==> config.mk <==
export PLATFORM = sky130hd
export DESIGN_NAME = chacha_core
export DESIGN_NICKNAME = d
export VERILOG_FILES = /design/src/rtl/chacha_pkg.sv /design/src/rtl/chacha_qr.sv /design/src/rtl/chacha_core.sv
export SDC_FILE = /design/constraint.sdc
export NUM_CORES = 2
export LEC_CHECK = 0
export CAP_MARGIN = 15
export CORE_MARGIN = 2
export CORE_UTILIZATION = 45
export DETAILED_ROUTE_END_ITERATION = 7
export PLACE_DENSITY = 0.67
export SYNTH_ARGS = -nofsm -noshare
export SYNTH_HDL_FRONTEND = slang
export SYNTH_SLANG_ARGS = --single-unit
==> constraint.sdc <==
create_clock -name clk -period 19.9 [get_ports clk]
set_input_delay 1.99 -clock clk [delete_from_list [all_inputs] [get_ports clk]]
set_output_delay 1.99 -clock clk [all_outputs]
set_load 0.05 [all_outputs]
==> src/rtl/chacha_pkg.sv <==
// Shared definitions for the ChaCha block core: constants, FSM states,
// quarter-round index tables and bus-width helpers.
package chacha_pkg;

  // "expand 32-byte k" as four little-endian words.
  localparam logic [31:0] SIGMA0 = 32'h61707865;
  localparam logic [31:0] SIGMA1 = 32'h3320646e;
  localparam logic [31:0] SIGMA2 = 32'h79622d32;
  localparam logic [31:0] SIGMA3 = 32'h6b206574;

  typedef enum logic [2:0] {
    ST_IDLE,
    ST_INIT,
    ST_ROUND,
    ST_ADD,
    ST_READY
  } state_e;

  // Word indices for each of the eight quarter-round steps of a double
  // round: steps 0-3 are the columns, steps 4-7 the diagonals.
  // Element [n] of each packed table belongs to step n.
  localparam logic [7:0][3:0] QR_A = {4'd3,  4'd2,  4'd1,  4'd0,  4'd3,  4'd2,  4'd1,  4'd0};
  localparam logic [7:0][3:0] QR_B = {4'd4,  4'd7,  4'd6,  4'd5,  4'd7,  4'd6,  4'd5,  4'd4};
  localparam logic [7:0][3:0] QR_C = {4'd9,  4'd8,  4'd11, 4'd10, 4'd11, 4'd10, 4'd9,  4'd8};
  localparam logic [7:0][3:0] QR_D = {4'd14, 4'd13, 4'd12, 4'd15, 4'd15, 4'd14, 4'd13, 4'd12};

  // Number of bus transfers needed to move a field of field_bits bits.
  function automatic int chunk_count(input int field_bits, input int bus_w);
    return field_bits / bus_w;
  endfunction

  function automatic logic [31:0] rotl(input logic [31:0] x, input int unsigned n);
    return (x << n) | (x >> (32 - n));
  endfunction

endpackage

==> src/rtl/chacha_qr.sv <==
// Combinational ChaCha quarter-round on four 32-bit words.
module chacha_qr
  import chacha_pkg::*;
(
  input  logic [31:0] a_i,
  input  logic [31:0] b_i,
  input  logic [31:0] c_i,
  input  logic [31:0] d_i,
  output logic [31:0] a_o,
  output logic [31:0] b_o,
  output logic [31:0] c_o,
  output logic [31:0] d_o
);

  logic [31:0] a1, b1, c1, d1;
  logic [31:0] a2, b2, c2, d2;

  // First half: rotate by 16 then 12.
  assign a1 = a_i + b_i;
  assign d1 = rotl(d_i ^ a1, 16);
  assign c1 = c_i + d1;
  assign b1 = rotl(b_i ^ c1, 12);

  // Second half: rotate by 8 then 7.
  assign a2 = a1 + b1;
  assign d2 = rotl(d1 ^ a2, 8);
  assign c2 = c1 + d2;
  assign b2 = rotl(b1 ^ c2, 7);

  assign a_o = a2;
  assign b_o = b2;
  assign c_o = c2;
  assign d_o = d2;

endmodule

==> src/rtl/chacha_core.sv <==
// ChaCha (RFC 8439) keystream block generator with a narrow host bus.
// Key, nonce and counter are loaded in BUS_W-bit little-endian chunks; a
// falling edge on wr_ctr starts a block, computed one quarter-round per
// cycle, then read out chunk by chunk in RFC byte order.
// Optional build macro CHACHA_AUTO_NEXT_EN: after the last chunk of a block
// is read, the next block (counter + 1) is started without host action.
module chacha_core
  import chacha_pkg::*;
#(
  parameter int ROUNDS = 20,
  parameter int BUS_W  = 8
) (
  input  logic             clk,
  input  logic             rst,
  input  logic             wr_key,
  input  logic             wr_nnc,
  input  logic             wr_ctr,
  input  logic [BUS_W-1:0] data_in,
  input  logic             rd_blk,
  output logic             blk_ready,
  output logic [BUS_W-1:0] data_out,
  output logic             busy
);

  localparam int KEY_N = chunk_count(256, BUS_W);
  localparam int NNC_N = chunk_count(96, BUS_W);
  localparam int CTR_N = chunk_count(32, BUS_W);
  localparam int BLK_N = chunk_count(512, BUS_W);

  localparam logic [5:0] KEY_LAST = 6'(KEY_N - 1);
  localparam logic [5:0] NNC_LAST = 6'(NNC_N - 1);
  localparam logic [5:0] CTR_LAST = 6'(CTR_N - 1);
  localparam logic [5:0] BLK_LAST = 6'(BLK_N - 1);
  localparam logic [7:0] QR_LAST  = 8'(4 * ROUNDS - 1);

  // Host-loaded parameters
  logic [255:0] key_q, key_d;
  logic [95:0]  nonce_q, nonce_d;
  logic [31:0]  ctr_q, ctr_d;

  // Chunk write indices and previous-cycle write enables
  logic [5:0] key_idx_q, key_idx_d;
  logic [5:0] nnc_idx_q, nnc_idx_d;
  logic [5:0] ctr_idx_q, ctr_idx_d;
  logic       key_we_q, nnc_we_q, ctr_we_q;
  logic       wr_ctr_q;

  // Block computation
  state_e            state_q, state_d;
  logic [15:0][31:0] work_q, work_d;
  logic [511:0]      blk_q, blk_d;
  logic [7:0]        qr_cnt_q, qr_cnt_d;
  logic [5:0]        rd_ptr_q, rd_ptr_d;

  logic              key_we, nnc_we, ctr_we, any_wr, ctr_fall, ctr_inc;
  logic [5:0]        key_pos, nnc_pos, ctr_pos;
  logic [15:0][31:0] init_w;
  logic [2:0]        step;
  logic [3:0]        ia, ib, ic, id;
  logic [31:0]       qa, qb, qc, qd;

  // Strobe priority: key over nonce over counter.
  assign key_we   = wr_key;
  assign nnc_we   = wr_nnc & ~wr_key;
  assign ctr_we   = wr_ctr & ~wr_key & ~wr_nnc;
  assign any_wr   = wr_key | wr_nnc | wr_ctr;
  assign ctr_fall = wr_ctr_q & ~wr_ctr;

  // A strobe that was low last cycle restarts its field at chunk 0.
  assign key_pos = key_we_q ? key_idx_q : 6'd0;
  assign nnc_pos = nnc_we_q ? nnc_idx_q : 6'd0;
  assign ctr_pos = ctr_we_q ? ctr_idx_q : 6'd0;

  // Input state as defined by RFC 8439: constants, key, counter, nonce.
  always_comb begin
    init_w[0] = SIGMA0;
    init_w[1] = SIGMA1;
    init_w[2] = SIGMA2;
    init_w[3] = SIGMA3;
    for (int i = 0; i < 8; i++) init_w[4 + i] = key_q[32 * i +: 32];
    init_w[12] = ctr_q;
    for (int i = 0; i < 3; i++) init_w[13 + i] = nonce_q[32 * i +: 32];
  end

  // Quarter-round operand selection for the current step.
  assign step = qr_cnt_q[2:0];
  assign ia   = QR_A[step];
  assign ib   = QR_B[step];
  assign ic   = QR_C[step];
  assign id   = QR_D[step];

  chacha_qr u_qr (
    .a_i (work_q[ia]),
    .b_i (work_q[ib]),
    .c_i (work_q[ic]),
    .d_i (work_q[id]),
    .a_o (qa),
    .b_o (qb),
    .c_o (qc),
    .d_o (qd)
  );

  // Host writes into key/nonce/counter; counter also advances after a block is read.
  always_comb begin
    // NOTE: every variable this block drives gets a default first, so no path can infer a latch.
    key_d     = key_q;
    nonce_d   = nonce_q;
    ctr_d     = ctr_q;
    key_idx_d = key_idx_q;
    nnc_idx_d = nnc_idx_q;
    ctr_idx_d = ctr_idx_q;
    if (key_we) begin
      key_d[key_pos * BUS_W +: BUS_W] = data_in;
      key_idx_d = (key_pos == KEY_LAST) ? 6'd0 : key_pos + 6'd1;
    end
    if (nnc_we) begin
      nonce_d[nnc_pos * BUS_W +: BUS_W] = data_in;
      nnc_idx_d = (nnc_pos == NNC_LAST) ? 6'd0 : nnc_pos + 6'd1;
    end
    if (ctr_we) begin
      ctr_d[ctr_pos * BUS_W +: BUS_W] = data_in;
      ctr_idx_d = (ctr_pos == CTR_LAST) ? 6'd0 : ctr_pos + 6'd1;
    end else if (ctr_inc) begin
      ctr_d = ctr_q + 32'd1;
    end
  end

  // FSM next state plus working/block register updates.
  always_comb begin
    state_d  = state_q;
    work_d   = work_q;
    blk_d    = blk_q;
    qr_cnt_d = qr_cnt_q;
    rd_ptr_d = rd_ptr_q;
    ctr_inc  = 1'b0;

    case (state_q)
      ST_IDLE: ;
      ST_INIT: begin
        work_d   = init_w;
        qr_cnt_d = 8'd0;
        rd_ptr_d = 6'd0;
        state_d  = ST_ROUND;
      end
      ST_ROUND: begin
        work_d[ia] = qa;
        work_d[ib] = qb;
        work_d[ic] = qc;
        work_d[id] = qd;
        qr_cnt_d   = qr_cnt_q + 8'd1;
        if (qr_cnt_q == QR_LAST) state_d = ST_ADD;
      end
      ST_ADD: begin
        for (int i = 0; i < 16; i++) blk_d[32 * i +: 32] = work_q[i] + init_w[i];
        rd_ptr_d = 6'd0;
        state_d  = ST_READY;
      end
      ST_READY: begin
        if (rd_blk) begin
          if (rd_ptr_q == BLK_LAST) begin
            rd_ptr_d = 6'd0;
            ctr_inc  = 1'b1;
`ifdef CHACHA_AUTO_NEXT_EN
            state_d  = ST_INIT;
`else
            state_d  = ST_IDLE;
`endif
          end else begin
            rd_ptr_d = rd_ptr_q + 6'd1;
          end
        end
      end
      default: state_d = ST_IDLE;
    endcase

    // Host activity overrides whatever the block pipeline wanted to do.
    if (any_wr) begin
      if (state_q != ST_IDLE) begin
        state_d  = ST_IDLE;
        rd_ptr_d = 6'd0;
      end
      ctr_inc = 1'b0;
    end else if (ctr_fall) begin
      state_d  = ST_INIT;
      rd_ptr_d = 6'd0;
      ctr_inc  = 1'b0;
    end
  end

  // Register update with synchronous active-high reset.
  always_ff @(posedge clk) begin
    // NOTE: non-blocking assignments so every flop samples pre-edge values regardless of statement order.
    if (rst) begin
      // NOTE: working and block state are flops rather than RAM, so they are cleared too;
      // nothing from a previous keystream survives a reset.
      key_q     <= '0;
      nonce_q   <= '0;
      ctr_q     <= '0;
      key_idx_q <= '0;
      nnc_idx_q <= '0;
      ctr_idx_q <= '0;
      key_we_q  <= 1'b0;
      nnc_we_q  <= 1'b0;
      ctr_we_q  <= 1'b0;
      wr_ctr_q  <= 1'b0;
      state_q   <= ST_IDLE;
      work_q    <= '0;
      blk_q     <= '0;
      qr_cnt_q  <= '0;
      rd_ptr_q  <= '0;
    end else begin
      key_q     <= key_d;
      nonce_q   <= nonce_d;
      ctr_q     <= ctr_d;
      key_idx_q <= key_idx_d;
      nnc_idx_q <= nnc_idx_d;
      ctr_idx_q <= ctr_idx_d;
      key_we_q  <= key_we;
      nnc_we_q  <= nnc_we;
      ctr_we_q  <= ctr_we;
      wr_ctr_q  <= wr_ctr;
      state_q   <= state_d;
      work_q    <= work_d;
      blk_q     <= blk_d;
      qr_cnt_q  <= qr_cnt_d;
      rd_ptr_q  <= rd_ptr_d;
    end
  end

  assign blk_ready = (state_q == ST_READY);
  assign busy      = (state_q == ST_INIT) || (state_q == ST_ROUND) || (state_q == ST_ADD);
  assign data_out  = blk_ready ? blk_q[rd_ptr_q * BUS_W +: BUS_W] : '0;

endmodule

==> results_dict.tcl <==
set metrics [dict create \
    netlist_area_um2 88900 \
    cpMaxStageDelayCell "xnor2_1" \
    finClkSkew_ns 0.0736 \
    h-tree-depth 4 \
    worstHoldPathType "flop to flop" \
    fin_area_um2 97200 \
    place_inst 13100 \
    die_area_um2 201000 \
    grt_use_met3_pct 11.3 \
    numCtsBuffers 164 \
    max_cap_violations 0 \
    grt_pass1_vias 79200 \
    hold_viol_final 0 \
    max_slew.worst_pin.slew_ns 1.39 \
    pin_count 24 \
    critPathMostFrequentCell "o21ai_0" \
    setup_violations 0 \
    power_mw 6.37 \
    postCtsSetupRepairBufs 0 \
    root_buffer "clkbuf_16" \
    met1_usage_pct 53.0 \
    row_count 163 \
    start_kind "flop" \
    start_util_pct 45.2 \
    area_delta_synth_final_pct 9.38 \
    ys_seq_elements 1453 \
    place_area_um2 91600 \
    wl_per_cell_um 31.5 \
    nNetsFinal 11100 \
    drc 0 \
    overflow 0 \
    dp_slack_ns 3.49 \
    rsz0062_at_grt "false" \
    drtIter0Drc 12500 \
    avgSynthCellArea_um2 8.14 \
    track_usage_pct 40.7 \
    slew_violations 0 \
    drt-pass1-iter-count 8 \
    worstPathArrival_ns 17.67 \
    top_usage_layer "met2" \
    use_met2_pct 58.1 \
    clock_path_buffers 3 \
    drive_above_1_share_pct 8.56 \
    post-dp-hpwl_um 326000 \
    max-vdd-ir-drop_v 0.0000834 \
    ctsHoldBuffers 0 \
    clock_latency_ns 0.87 \
    final_cells 13400 \
    critPathKind "flop to flop" \
    num_vias 87600 \
    path_clk_slew_ns 0.07 \
    io_buffers 23 \
    max_freq_ghz 0.0591 \
    antenna_found_initial 31 \
    core-area_um2 197000 \
    cts_tree "yes" \
    cp-end-kind "flop" \
    cp.required_ns 20.66 \
    syn-instance-count 10900 \
    synth_area_leader_cell "dfxtp_1" \
    ys_warn_count 0 \
    dieWidth_um 448 \
    p_per_area_nw_per_um2 65.5 \
    cp_max_fo 32 \
    layout_setup_ws_ns 2.99 \
    postRouteWirelength_um 422000 \
    netlist_top_cells_area "dfxtp_1 33%, a21oi_1 8.2%, mux4_2 7.5%, ha_1 7.2%, nand2_1 6.2%" \
    final.setup.tns_ns 0 \
    ys.flop_type "dfxtp_1" \
    fin_crit_sh_pct 85.0 \
    netlist.area_leader.share_pct 32.7 \
    grt_pass1_wl_um 588000 \
    slowest_delay_ns 1.01 \
    async_flop_share_pct 0 \
    slew_headroom_pct 7.00 \
    synth.distinct_cells 108 \
    cts_resized 0 \
    cts.sinks 1453 \
    viasPerCell 6.54 \
    place_congestion 1.07 \
    period_needed_ns 16.91 \
    grt_max_degree 186 \
    syn_nets 11500 \
    leakage_nw 36.8 \
    ant_nets 0 \
    fp.dieH_um 448 \
    seq_area_frac_synth_pct 32.7 \
    status "finished clean" \
    synth_edf_count 0 \
]
[cell type report]
class | count | area [µm²]
Fill cell | 18900 | 99600
Antenna cell | 15 | 37.5
Multi-Input combinational cell | 8571 | 56800
Clock buffer | 232 | 4710
Timing Repair Buffer | 190 | 1540
Clock inverter | 69 | 916
Inverter | 220 | 826
Sequential cell | 1453 | 29100
Tap cell | 2640 | 3300
[cell usage after synthesis, types with 14 or more instances]
cell and n:
o31a_1 21, xor2_1 234, a21oi_1 1458, nand2_1 1472, a311oi_1 38, and2_1 53, a22oi_1 329, a21o_1 163
and4_1 15, o21ai_0 377, nand2b_1 83, o21bai_1 52, a2111oi_0 18, a211o_1 25, a211oi_1 176, dfxtp_1 1453
nor2_1 1147, nand3_1 267, nor3_1 431, ha_1 509, nor4_1 64, buf_1 80, a22o_1 29, nor2b_1 85
o21a_1 63, mux2i_1 64, nor3b_1 14, inv_1 218, o31ai_1 33, o2111ai_1 21, a2111o_1 15, nand4_1 41
o22ai_1 32, and3_1 73, o211ai_1 26, mux4_2 295, or3_1 107, or2_2 54, nand3b_1 14, clkbuf_1 579
a21boi_0 25, xnor2_1 383, fa_1 16, a31oi_1 60
[worst max-delay path: cells and delay by family, from the launching register on]
family                   cells  cell delay, ns
XOR/XNOR                     6            2.54
flip-flops                   1            0.87
AND/OR/NAND/NOR              8            1.84
adder cells (fa/ha/maj)      8            2.78
multiplexers                 1            0.65
buffers and inverters        3            0.20
AO/OA/AOI/OAI               32            7.84
[placed cells by master, fill, tap and decap left out, types with 176 or more instances in the layout]
cell type and n:
xnor2_1 367, a211oi_1 176, xor2_1 224, nand3_1 267, inv_1 218, nor3_1 422
ha_1 509, nor2_1 1132, mux4_2 295, a21oi_1 1457, a22oi_1 329, o21ai_0 377
nand2_1 1469, dfxtp_1 1443
[flip-flops by register name, indices dropped and copies added (netlist names), 8 cells and up]
name / flops
blk_q: 512
work_q: 512
key_q: 256
nonce_q: 96
ctr_q: 32
qr_cnt_q: 8
[where the power goes]
part	switching, mW	internal [mW]
combinational	0.194	0.0458
clock	1.38	1.83
sequential	0.0106	2.91
[metal layers]
| layer | vias to the layer above | routed length [µm] |
|---|---|---|
| li1 | 38600 | - |
| met1 | 42500 | 165000 |
| met2 | 5249 | 172000 |
| met3 | 1156 | 49400 |
| met4 | 26 | 34700 |
| met5 | - | 174 |
[metrics by stage]
step	hold WS (ns)	utilization [%]
final	0.448	49.4
after global routing	0.464	49.4
after CTS	0.448	49.4
after detailed placement	0.442	46.5
after global placement	0.435	46.5
after floorplan	0.420	-
[worst paths after layout]
path	startpoint	endpoint	slack, ns	depth (start not counted)
worst max register to register	id[0]	work_q[318]	2.99	58
worst max-delay path	id[0]	work_q[318]	2.99	58
worst min-delay path	blk_q[137]	blk_q[137]	0.45	2
worst min register to register	blk_q[137]	blk_q[137]	0.45	2
[cell families after synthesis]
logic type | Yosys count | share of synthesized area (%)
fa+ha+maj | 526 | 7.54
flops | 1453 | 32.7
buf+inv | 895 | 3.81
simple gates | 3966 | 19.7
compound gates | 3079 | 21.4
xor+xnor | 635 | 6.53
mux | 365 | 8.29
No activity file was read; power rests on OpenSTA's default activity.
